$ cat src/rtl/tilt_monitor_pkg.sv
// Shared definitions for the tilt monitor.
// - state_t: sequencing FSM states
// - SCALE_MUL / SCALE_SHIFT: raw sample to tenths-of-degree scaling, (900*x) >>> 8
// - BAND_HP: buzzer half-period per 100-count band above the alarm-on threshold
package tilt_monitor_pkg;

  typedef enum logic [1:0] {
    ST_IDLE   = 2'd0,
    ST_CALC   = 2'd1,
    ST_UPDATE = 2'd2
  } state_t;

  localparam int SCALE_MUL   = 900;
  localparam int SCALE_SHIFT = 8;

  localparam int BAND_STEP = 100;
  localparam int HP_W      = 14;
  localparam int N_BANDS   = 6;
  localparam int unsigned BAND_HP [N_BANDS] = '{12500, 10000, 8333, 7143, 6250, 5000};

  // excess = max |angle| above the alarm-on threshold (0 if not above it)
  function automatic logic [HP_W-1:0] band_half_period(input int unsigned excess);
    logic [HP_W-1:0] hp;
    hp = HP_W'(BAND_HP[N_BANDS-1]);
    for (int b = N_BANDS - 2; b >= 0; b--) begin
      if (excess < int'((b + 1) * BAND_STEP)) hp = HP_W'(BAND_HP[b]);
    end
    return hp;
  endfunction

endpackage

$ cat src/rtl/tilt_tone_gen.sv
// Square-wave tone generator for the tilt alarm buzzer.
// Ports:
//   clk, reset   - clock, synchronous active-high reset
//   enable       - tone on while high; when low, counter and buzzer are held at 0
//   half_period  - cycles per buzzer half-period
//   buzzer       - square-wave output, period 2*half_period
module tilt_tone_gen
  import tilt_monitor_pkg::*;
(
  input  logic            clk,
  input  logic            reset,
  input  logic            enable,
  input  logic [HP_W-1:0] half_period,
  output logic            buzzer
);

  logic [HP_W-1:0] cnt;

  // >= rather than == so a shrinking half-period never strands the counter
  // above the new terminal count.
  always_ff @(posedge clk) begin
    if (reset || !enable) begin
      cnt    <= '0;
      buzzer <= 1'b0;
    end else if (cnt >= half_period - HP_W'(1)) begin
      cnt    <= '0;
      buzzer <= ~buzzer;
    end else begin
      cnt <= cnt + HP_W'(1);
    end
  end

endmodule

$ cat src/rtl/tilt_monitor.sv
// Tilt monitor: scales accelerometer samples to tenths of a degree, EMA-filters
// each channel, raises per-channel alarms with hysteresis and drives a buzzer
// whose pitch rises with the largest alarmed tilt.
// Ports:
//   clk, reset         - clock, synchronous active-high reset
//   s_valid/s_ready    - sample vector handshake; s_data packs N_CH signed samples, ch0 in LSBs
//   freeze             - refuse new vectors (in-flight vector still completes)
//   out_valid          - one-cycle pulse when angle/alarm are refreshed
//   angle              - packed filtered angles, ch0 in LSBs
//   alarm              - per-channel alarm
//   buzzer             - tone output
// Build option: define TILT_MON_BUZZER_EN to include the tone generator;
// otherwise buzzer is tied to 0.
//
// state     | meaning
// ST_IDLE   | waiting for a sample vector
// ST_CALC   | filtering one channel per cycle through the shared multiplier
// ST_UPDATE | publishing angles, evaluating alarms, pulsing out_valid
module tilt_monitor
  import tilt_monitor_pkg::*;
#(
  parameter int N_CH      = 3,
  parameter int DATA_W    = 16,
  parameter int ANG_W     = 20,
  parameter int EMA_SHIFT = 2,
  parameter int ALARM_ON  = 400,
  parameter int ALARM_OFF = 350
) (
  input  logic                     clk,
  input  logic                     reset,
  input  logic                     s_valid,
  output logic                     s_ready,
  input  logic [N_CH*DATA_W-1:0]   s_data,
  input  logic                     freeze,
  output logic                     out_valid,
  output logic [N_CH*ANG_W-1:0]    angle,
  output logic [N_CH-1:0]          alarm,
  output logic                     buzzer
);

  localparam int CH_W   = (N_CH > 1) ? $clog2(N_CH) : 1;
  localparam int PROD_W = DATA_W + 11;   // 900 needs 11 signed bits

  localparam logic signed [PROD_W-1:0] MUL_K  = PROD_W'(SCALE_MUL);
  localparam logic signed [ANG_W-1:0]  F_MAX  = {1'b0, {(ANG_W-1){1'b1}}};
  localparam logic signed [ANG_W-1:0]  F_MIN  = {1'b1, {(ANG_W-1){1'b0}}};
  localparam logic [ANG_W-1:0]         ON_TH  = ANG_W'(ALARM_ON);
  localparam logic [ANG_W-1:0]         OFF_TH = ANG_W'(ALARM_OFF);

  state_t state, state_nxt;

  logic [CH_W-1:0]           ch_idx;
  logic [N_CH*DATA_W-1:0]    sample_q;
  logic signed [ANG_W-1:0]   filt [N_CH];

  logic signed [DATA_W-1:0]  x_sel;
  logic signed [PROD_W-1:0]  prod;
  logic signed [PROD_W-1:0]  prod_sh;
  logic signed [ANG_W-1:0]   scaled;
  logic signed [ANG_W-1:0]   f_cur;
  logic signed [ANG_W:0]     f_sum;
  logic signed [ANG_W-1:0]   f_sat;
  logic [ANG_W-1:0]          abs_filt [N_CH];
  logic [N_CH-1:0]           alarm_nxt;
  logic                      last_ch;

  assign s_ready = (state == ST_IDLE) && !freeze;
  assign last_ch = (ch_idx == CH_W'(N_CH - 1));

  always_ff @(posedge clk) begin
    if (reset) state <= ST_IDLE;
    else       state <= state_nxt;
  end

  always_comb begin
    state_nxt = state;
    case (state)
      ST_IDLE:   if (s_valid && s_ready) state_nxt = ST_CALC;
      ST_CALC:   if (last_ch) state_nxt = ST_UPDATE;
      ST_UPDATE: state_nxt = ST_IDLE;
      default:   state_nxt = ST_IDLE;
    endcase
  end

  // Shared multiplier: one channel per CALC cycle.
  assign x_sel   = sample_q[int'(ch_idx)*DATA_W +: DATA_W];
  assign prod    = PROD_W'(x_sel) * MUL_K;
  assign prod_sh = prod >>> SCALE_SHIFT;
  assign scaled  = ANG_W'(prod_sh);
  assign f_cur   = filt[ch_idx];

  always_comb begin
    f_sum = (ANG_W+1)'(f_cur) - (ANG_W+1)'(f_cur >>> EMA_SHIFT)
          + (ANG_W+1)'(scaled >>> EMA_SHIFT);
    if (f_sum[ANG_W] != f_sum[ANG_W-1]) f_sat = f_sum[ANG_W] ? F_MIN : F_MAX;
    else                                f_sat = f_sum[ANG_W-1:0];
  end

  // |F_MIN| is not representable, so it saturates to F_MAX.
  always_comb begin
    for (int i = 0; i < N_CH; i++) begin
      if (filt[i] == F_MIN)        abs_filt[i] = F_MAX;
      else if (filt[i][ANG_W-1])   abs_filt[i] = -filt[i];
      else                         abs_filt[i] = filt[i];
    end
  end

  always_comb begin
    alarm_nxt = alarm;
    for (int i = 0; i < N_CH; i++) begin
      if (abs_filt[i] >= ON_TH)       alarm_nxt[i] = 1'b1;
      else if (abs_filt[i] < OFF_TH)  alarm_nxt[i] = 1'b0;
    end
  end

  always_ff @(posedge clk) begin
    if (reset) begin
      ch_idx    <= '0;
      sample_q  <= '0;
      out_valid <= 1'b0;
      angle     <= '0;
      alarm     <= '0;
      for (int i = 0; i < N_CH; i++) filt[i] <= '0;
    end else begin
      out_valid <= 1'b0;
      case (state)
        ST_IDLE: begin
          if (s_valid && s_ready) begin
            sample_q <= s_data;
            ch_idx   <= '0;
          end
        end
        ST_CALC: begin
          filt[ch_idx] <= f_sat;
          ch_idx       <= ch_idx + CH_W'(1);
        end
        ST_UPDATE: begin
          out_valid <= 1'b1;
          alarm     <= alarm_nxt;
          for (int i = 0; i < N_CH; i++) angle[i*ANG_W +: ANG_W] <= filt[i];
        end
        default: ;
      endcase
    end
  end

`ifdef TILT_MON_BUZZER_EN
  logic [ANG_W-1:0] max_abs;
  logic [ANG_W-1:0] excess;
  logic [HP_W-1:0]  hp_q;

  // Pitch follows the largest tilt among channels whose alarm will be set;
  // a held alarm below the on-threshold uses the lowest band.
  always_comb begin
    max_abs = '0;
    for (int i = 0; i < N_CH; i++) begin
      if (alarm_nxt[i] && (abs_filt[i] > max_abs)) max_abs = abs_filt[i];
    end
    excess = (max_abs > ON_TH) ? (max_abs - ON_TH) : '0;
  end

  always_ff @(posedge clk) begin
    if (reset)                   hp_q <= '0;
    else if (state == ST_UPDATE) hp_q <= band_half_period(32'(excess));
  end

  tilt_tone_gen u_tone (
    .clk         (clk),
    .reset       (reset),
    .enable      (|alarm),
    .half_period (hp_q),
    .buzzer      (buzzer)
  );
`else
  assign buzzer = 1'b0;
`endif

endmodule
$ cat config.mk
export PLATFORM = sky130hd
export DESIGN_NAME = tilt_monitor
export DESIGN_NICKNAME = d
export VERILOG_FILES = /design/src/rtl/tilt_monitor_pkg.sv /design/src/rtl/tilt_tone_gen.sv /design/src/rtl/tilt_monitor.sv
export SDC_FILE = /design/constraint.sdc
export NUM_CORES = 1
export LEC_CHECK = 0
export CELL_PAD_IN_SITES_DETAIL_PLACEMENT = 0
export CELL_PAD_IN_SITES_GLOBAL_PLACEMENT = 1
export CORE_MARGIN = 8
export CORE_UTILIZATION = 45
export DETAILED_ROUTE_END_ITERATION = 16
export GPL_ROUTABILITY_DRIVEN = 0
export GPL_TIMING_DRIVEN = 0
export PLACE_DENSITY = 0.85
export RECOVER_POWER = 100
export SYNTH_ARGS = -nofsm -noshare
export SYNTH_HDL_FRONTEND = slang
export SYNTH_HIERARCHICAL = 1
export SYNTH_SLANG_ARGS = --single-unit
$ cat constraint.sdc
create_clock -name clk -period 10.4 [get_ports clk]
set_input_delay 1.04 -clock clk [delete_from_list [all_inputs] [get_ports clk]]
set_output_delay 1.04 -clock clk [all_outputs]
set_load 0.02 [all_outputs]
== After elaboration in Yosys (flattened, before gate mapping) ==
Memories as Yosys holds them, arrays and structs flattened. A register that Yosys moved wholly into a read port is not among the register bits.
Index checks and enable logic that the tools add are counted.

* Output and inout port bits: 66
* RAM bits: 60
* Logic and storage cells: 77
* Bits in registers: 116
* Input bits: 52
* Memories: 1

{| class="wikitable"
|+ Memories
! memory !! depth !! bits a word !! read ports !! clocked after memory_dff !! write ports !! line !! RTL
|-
| filt || 3 || 20 || 4 || 1 || 3 || tilt_monitor.sv:54 || <nowiki>logic signed [ANG_W-1:0] filt [N_CH];</nowiki>
|}

* Multiplexer cells: 30
* Order comparisons: 6
* Eq/ne operators: 9
* $add $sub $neg: 6
* Shift-type cells: 1
* Reductions and logical operators: 15
* Multipliers: 1

{| class="wikitable"
|+ Operators with widths
! operator !! count
|-
| 2-to-1 mux 20 bit || 9
|-
| == test 20 bit, second input constant || 3
|-
| greater-or-equal comparator 20 x 9 -> 1 bit, second input constant || 3
|-
| < comparator 20 x 9 -> 1 bit, second input constant || 3
|-
| negation 20 bit || 3
|-
| indexed part select 48 x 7 -> 16 bit || 1
|-
| multiplier 16 x 9 -> 25 bit, second input constant || 1
|-
| adder 21 x 17 -> 21 bit || 1
|-
| subtractor 20 x 18 -> 21 bit || 1
|-
| OR reduction 20 bit || 1
|-
| 2-to-1 mux 1 bit || 13
|-
| 2-to-1 mux 2 bit || 6
|-
| AND reduction 2 bit || 6
|-
| case mux 2 bit (2 select lines) || 2
|-
| nonzero test 2 bit || 4
|-
| == test 2 bit, second input constant || 2
|-
| adder 2 x 1 -> 2 bit, second input constant || 1
|-
| == test 2 x 1 -> 1 bit, second input constant || 1
|-
| logical AND 1 bit || 2
|-
| zero test 2 bit || 1
|-
| != test 2 x 1 -> 1 bit, second input constant || 1
|-
| != test 2 bit, second input constant || 1
|-
| zero test 1 bit || 1
|-
| != test 1 bit || 1
|}

== Depth between registers and ports, before layout ==
* Depth in word-level cells: 7
* Mapped depth: 36
* Depth with buffers taken out: 32

== Worst setup path before layout ==
Ideal clock, no wire load.

* Kind: reg2reg
* From: register ch_idx[0]
* To: memory filt[0][12] (data pin)
* Slack: 2.010 ns
* Required time: 10.137 ns
* Library setup time: 0.263 ns
* Path buffers: 6
* Cell stages (with the launch flop): 31
* Data arrival time: 8.127 ns
* Clock period less this slack: 8.390 ns
* Cell sequence: dfxtp_1 -> clkbuf_1 -> clkbuf_1 -> buf_1 -> clkbuf_1 -> o22ai_1 -> ha_1 -> fa_1 -> fa_1 -> ha_1 -> ha_1 -> o21ai_0 -> nand2b_1 -> nand2_1 -> o21ai_0 -> o31ai_1 -> a21oi_1 -> a2111oi_0 -> nor2_1 -> xor2_1 -> fa_1 -> ha_1 -> nand4_1 -> nor3_1 -> a21oi_4 -> xnor2_2 -> a2111oi_4 -> or2_1 -> buf_4 -> buf_6 -> o21ai_1

{| class="wikitable"
|+ RTL lines
! item !! line !! RTL
|-
| from (decl) || tilt_monitor.sv:52 || <nowiki>logic [CH_W-1:0] ch_idx;</nowiki>
|-
| from (signal assigned) || tilt_monitor.sv:135 || <nowiki>ch_idx <= ch_idx + CH_W'(1);</nowiki>
|-
| to (decl) || tilt_monitor.sv:54 ||
|}

==> summary.md <==
| Metric | Value |
|---|---|
| Global-route wire length before repair | between 50000 and 60000 um |
| Initial Util | between 40% and 50% |
| Crit path required time | between 10 and 15 ns |
| Critical Path Sink Type | register |
| Crit path buffers/inverters | 6 |
| Status | finished, final reports clean |
| H-tree levels | 4 |
| Number of hold violations in the final report | 0 |
| TritonCTS clock tree | yes |
| Comb pwr share | between 40% and 50% |
| Clock root cell | clkbuf_16 |
| Commonest cells after routing, fill and taps aside | 295 x nand2_1, 167 x a21oi_1, 118 x dfxtp_1, 88 x inv_1, 84 x ha_1 |
| Register bit total from synthesis | ~200 |
| DR pass1 iterations | 5 |
| Syn Inst Count | about 1500 |
| Max Cap Violations | 0 |
| Syn avg cell area | slightly below 9 um2 |
| I/O Pins | 118 |
| Maximum fanout along the worst path | 10 |
| Slew headroom | 0.9756% |
| Setup WS post-layout | roughly 0.83 ns |
| WL/cell | 17.64 um |
| Rows | 62 |
| Final nets | 1772 |
| Initial antenna violation count | 0 |
| P_int | approximately 1.8 mW |
| 1st-iter DRT viols | roughly 850 |
| Chip Width | 185.8 um |
| Vias in the first global route | around 11000 |
| Core Area | around 29000 um2 |
| Final min period | 9.574 ns |
| DR vias/cell | approximately 5.5 |
| Slowest cell on the critical path | a2111oi_4 |
| Share of layout cells above drive strength 1 | ~5.7% |
| Fmax | around 0.10 GHz |
| Fin Clk Skew | between 0.015 and 0.02 ns |
| Final period util | around 90% |
| Setup bufs post-CTS | 0 |
| Switching power | 1.284 mW |
| Power Dens Cells | around 200 nW/um2 |
| CTS max path bufs | 2 |
| Net Sw Frac | between 40% and 50% |
| Design Area, Final | between 15000 and 20000 um2 |
| Sequential share of power | 30.7% |
| Netlist cell types | 84 |
| Commonest non-fill, non-tap cell in the layout | nand2_1 |
| Unrepaired setup endpoints after global routing | no |
| DPL Wire Length | around 28000 um |
| Critical Path Source Type | register |
| Clk slew on worst S/H paths | roughly 0.080 ns |
| Slew Limit Fails | 0 |
| P_leak | roughly 6.2 nW |
| Post-synth EDFFs | 80 |
| Vias after detailed routing | 10870 |
| # clock sinks | between 150 and 200 |
| WS Path Type | register to register |
| Delay-heaviest family, CP | compound AO/OA/AOI/OAI gates |
| Post-route ant nets | 0 |
| Global Route Usage Sum | between 20% and 30% |
| Inserted Diodes | 0 |
| Detailed Route WL | between 30000 and 40000 um |
| Skew-Pair Late Insertion Delay | 0.44 ns |
| Net count after synthesis | between 1500 and 2000 |
| Final Setup Violations | 0 |
| Worst Path Arrival | roughly 9.8 ns |
| Setup TNS | 0 ns |
| Peak supply drop | 0.1423 mV |
| Post-route DRC | 0 |
| Die height | 185.8 um |
| Dpl ws | about 0.44 ns |
| Critical path's most frequent cell | ha_1 |
| Cell Area, Placed | about 15000 um2 |
| Crit path largest cell delay | approximately 0.66 ns |
| Hold Crit Class | register to register |
| Largest net degree at the start of global routing | 21 |
| Clk network pwr share | between 20% and 30% |
| Synth warn | 6 |
| Post-Syn Area | ~13000 um2 |
| Layout area overhead | 17.42% |
| Post-synthesis sequential area ratio | between 30% and 40% |
| PortBufs | 115 |
| Asr flop ratio synth | 0% |
| Least-Margin Pin Slew | between 1 and 1.5 ns |
| Num CTS Buffers | 17 |
| Die area | roughly 35000 um2 |
| Global route total overflow | 0 |
| CTS Hold Bufs | 0 |
| Ys flop type | dfxtp_1 |
## through the flow
stage,hold WS [ns],total power [mW],instances,utilization (%)
2_1_floorplan,0.4357,2.003,1457,-
3_3_place_gp,0.4413,2.346,1956,51.19
3_5_place_dp,0.4453,2.367,1957,51.25
4_1_cts,0.4564,3.060,1989,53.42
5_1_grt,0.4655,3.267,1989,53.39
6_report,0.4502,3.058,1989,53.39
## path summary, 6_finish.rpt
path / startpoint / endpoint / slack (ns) / cells after the start
hold reg to reg: angle[5] / angle[5] / 0.45 / 2
hold / removal: angle[5] / angle[5] / 0.45 / 2
setup / recovery: ch_idx[0] / filt[1][12] / 0.83 / 30
setup reg to reg: ch_idx[0] / filt[1][12] / 0.83 / 30
## worst min-delay path, delay by kind of cell (launching register included)
family / cells / cell delay [ns]
compound gates: 1 / 0.05
simple gates: 1 / 0.05
flops: 1 / 0.31
## registers in the layout, summed over array words and instances, names as in the netlist, named ones only
name / cells
filt: 80
ch_idx: 2
angle: 60
out_valid: 1
sample_q: 48
state: 2
alarm: 3
## final cells by class
type | count | area [um2]
clock buffers | 18 | 439.2
well taps | 384 | 480.5
fillers | 2694 | 13310
clock inverters | 14 | 178.9
multi-input cells | 1093 | 7553
plain buffers | 78 | 329.1
inverters | 88 | 330.3
repair buffers | 116 | 1166
flip-flops and latches | 198 | 4765
## power groups by stage
| stage | sequential, mW | combinational (mW) | clock (mW) |
|---|---|---|---|
| floorplan | 0.937 | 1.07 | 0 |
| global placement | 0.956 | 1.39 | 0 |
| detailed placement | 0.957 | 1.41 | 0 |
| CTS | 0.939 | 1.43 | 0.696 |
| global route | 0.944 | 1.59 | 0.728 |
| finish | 0.940 | 1.43 | 0.689 |
## cell usage after synthesis (27+ instances only)
library cell / n / share of area, %
clkbuf_1: 59 / 1.7
edfxtp_1: 80 / 19
fa_1: 44 / 6.8
dfxtp_1: 118 / 18
nand2_1: 295 / 8.5
inv_1: 87 / 2.5
nor3_1: 27 / 1.0
xnor2_1: 28 / 1.9
nor2_1: 81 / 2.3
xor2_1: 31 / 2.1
o21ai_0: 64 / 2.5
ha_1: 84 / 8.1
a21oi_1: 168 / 6.5
## timing repair
item,in CTS,in global routing
hold endpoints to repair,0,0
gates resized for setup,0,3
endpoints found under the setup margin,0,42
## layer usage
layer,up-vias,global-route usage [%],wire length [um]
met2,378,35.14,16760
met3,58,3.475,2328
met1,5079,25.03,14640
li1,5359,-,-
met5,-,0,0
met4,0,8.193,1355
## kinds of logic (layout without fill, tap and decap cells)
kind of cell / count (synthesis) / after routing / share of synthesized area, %
mux: 44 / 44 / 5.359
flops: 198 / 198 / 36.70
xor+xnor: 61 / 61 / 4.231
buf+inv: 166 / 314 / 5.079
simple gates: 501 / 501 / 17.10
other cells: 1 / 1 / 0.02889
fa+ha+maj: 131 / 131 / 15.11
compound gates: 355 / 355 / 16.39
(Power assumes the default switching activity.)
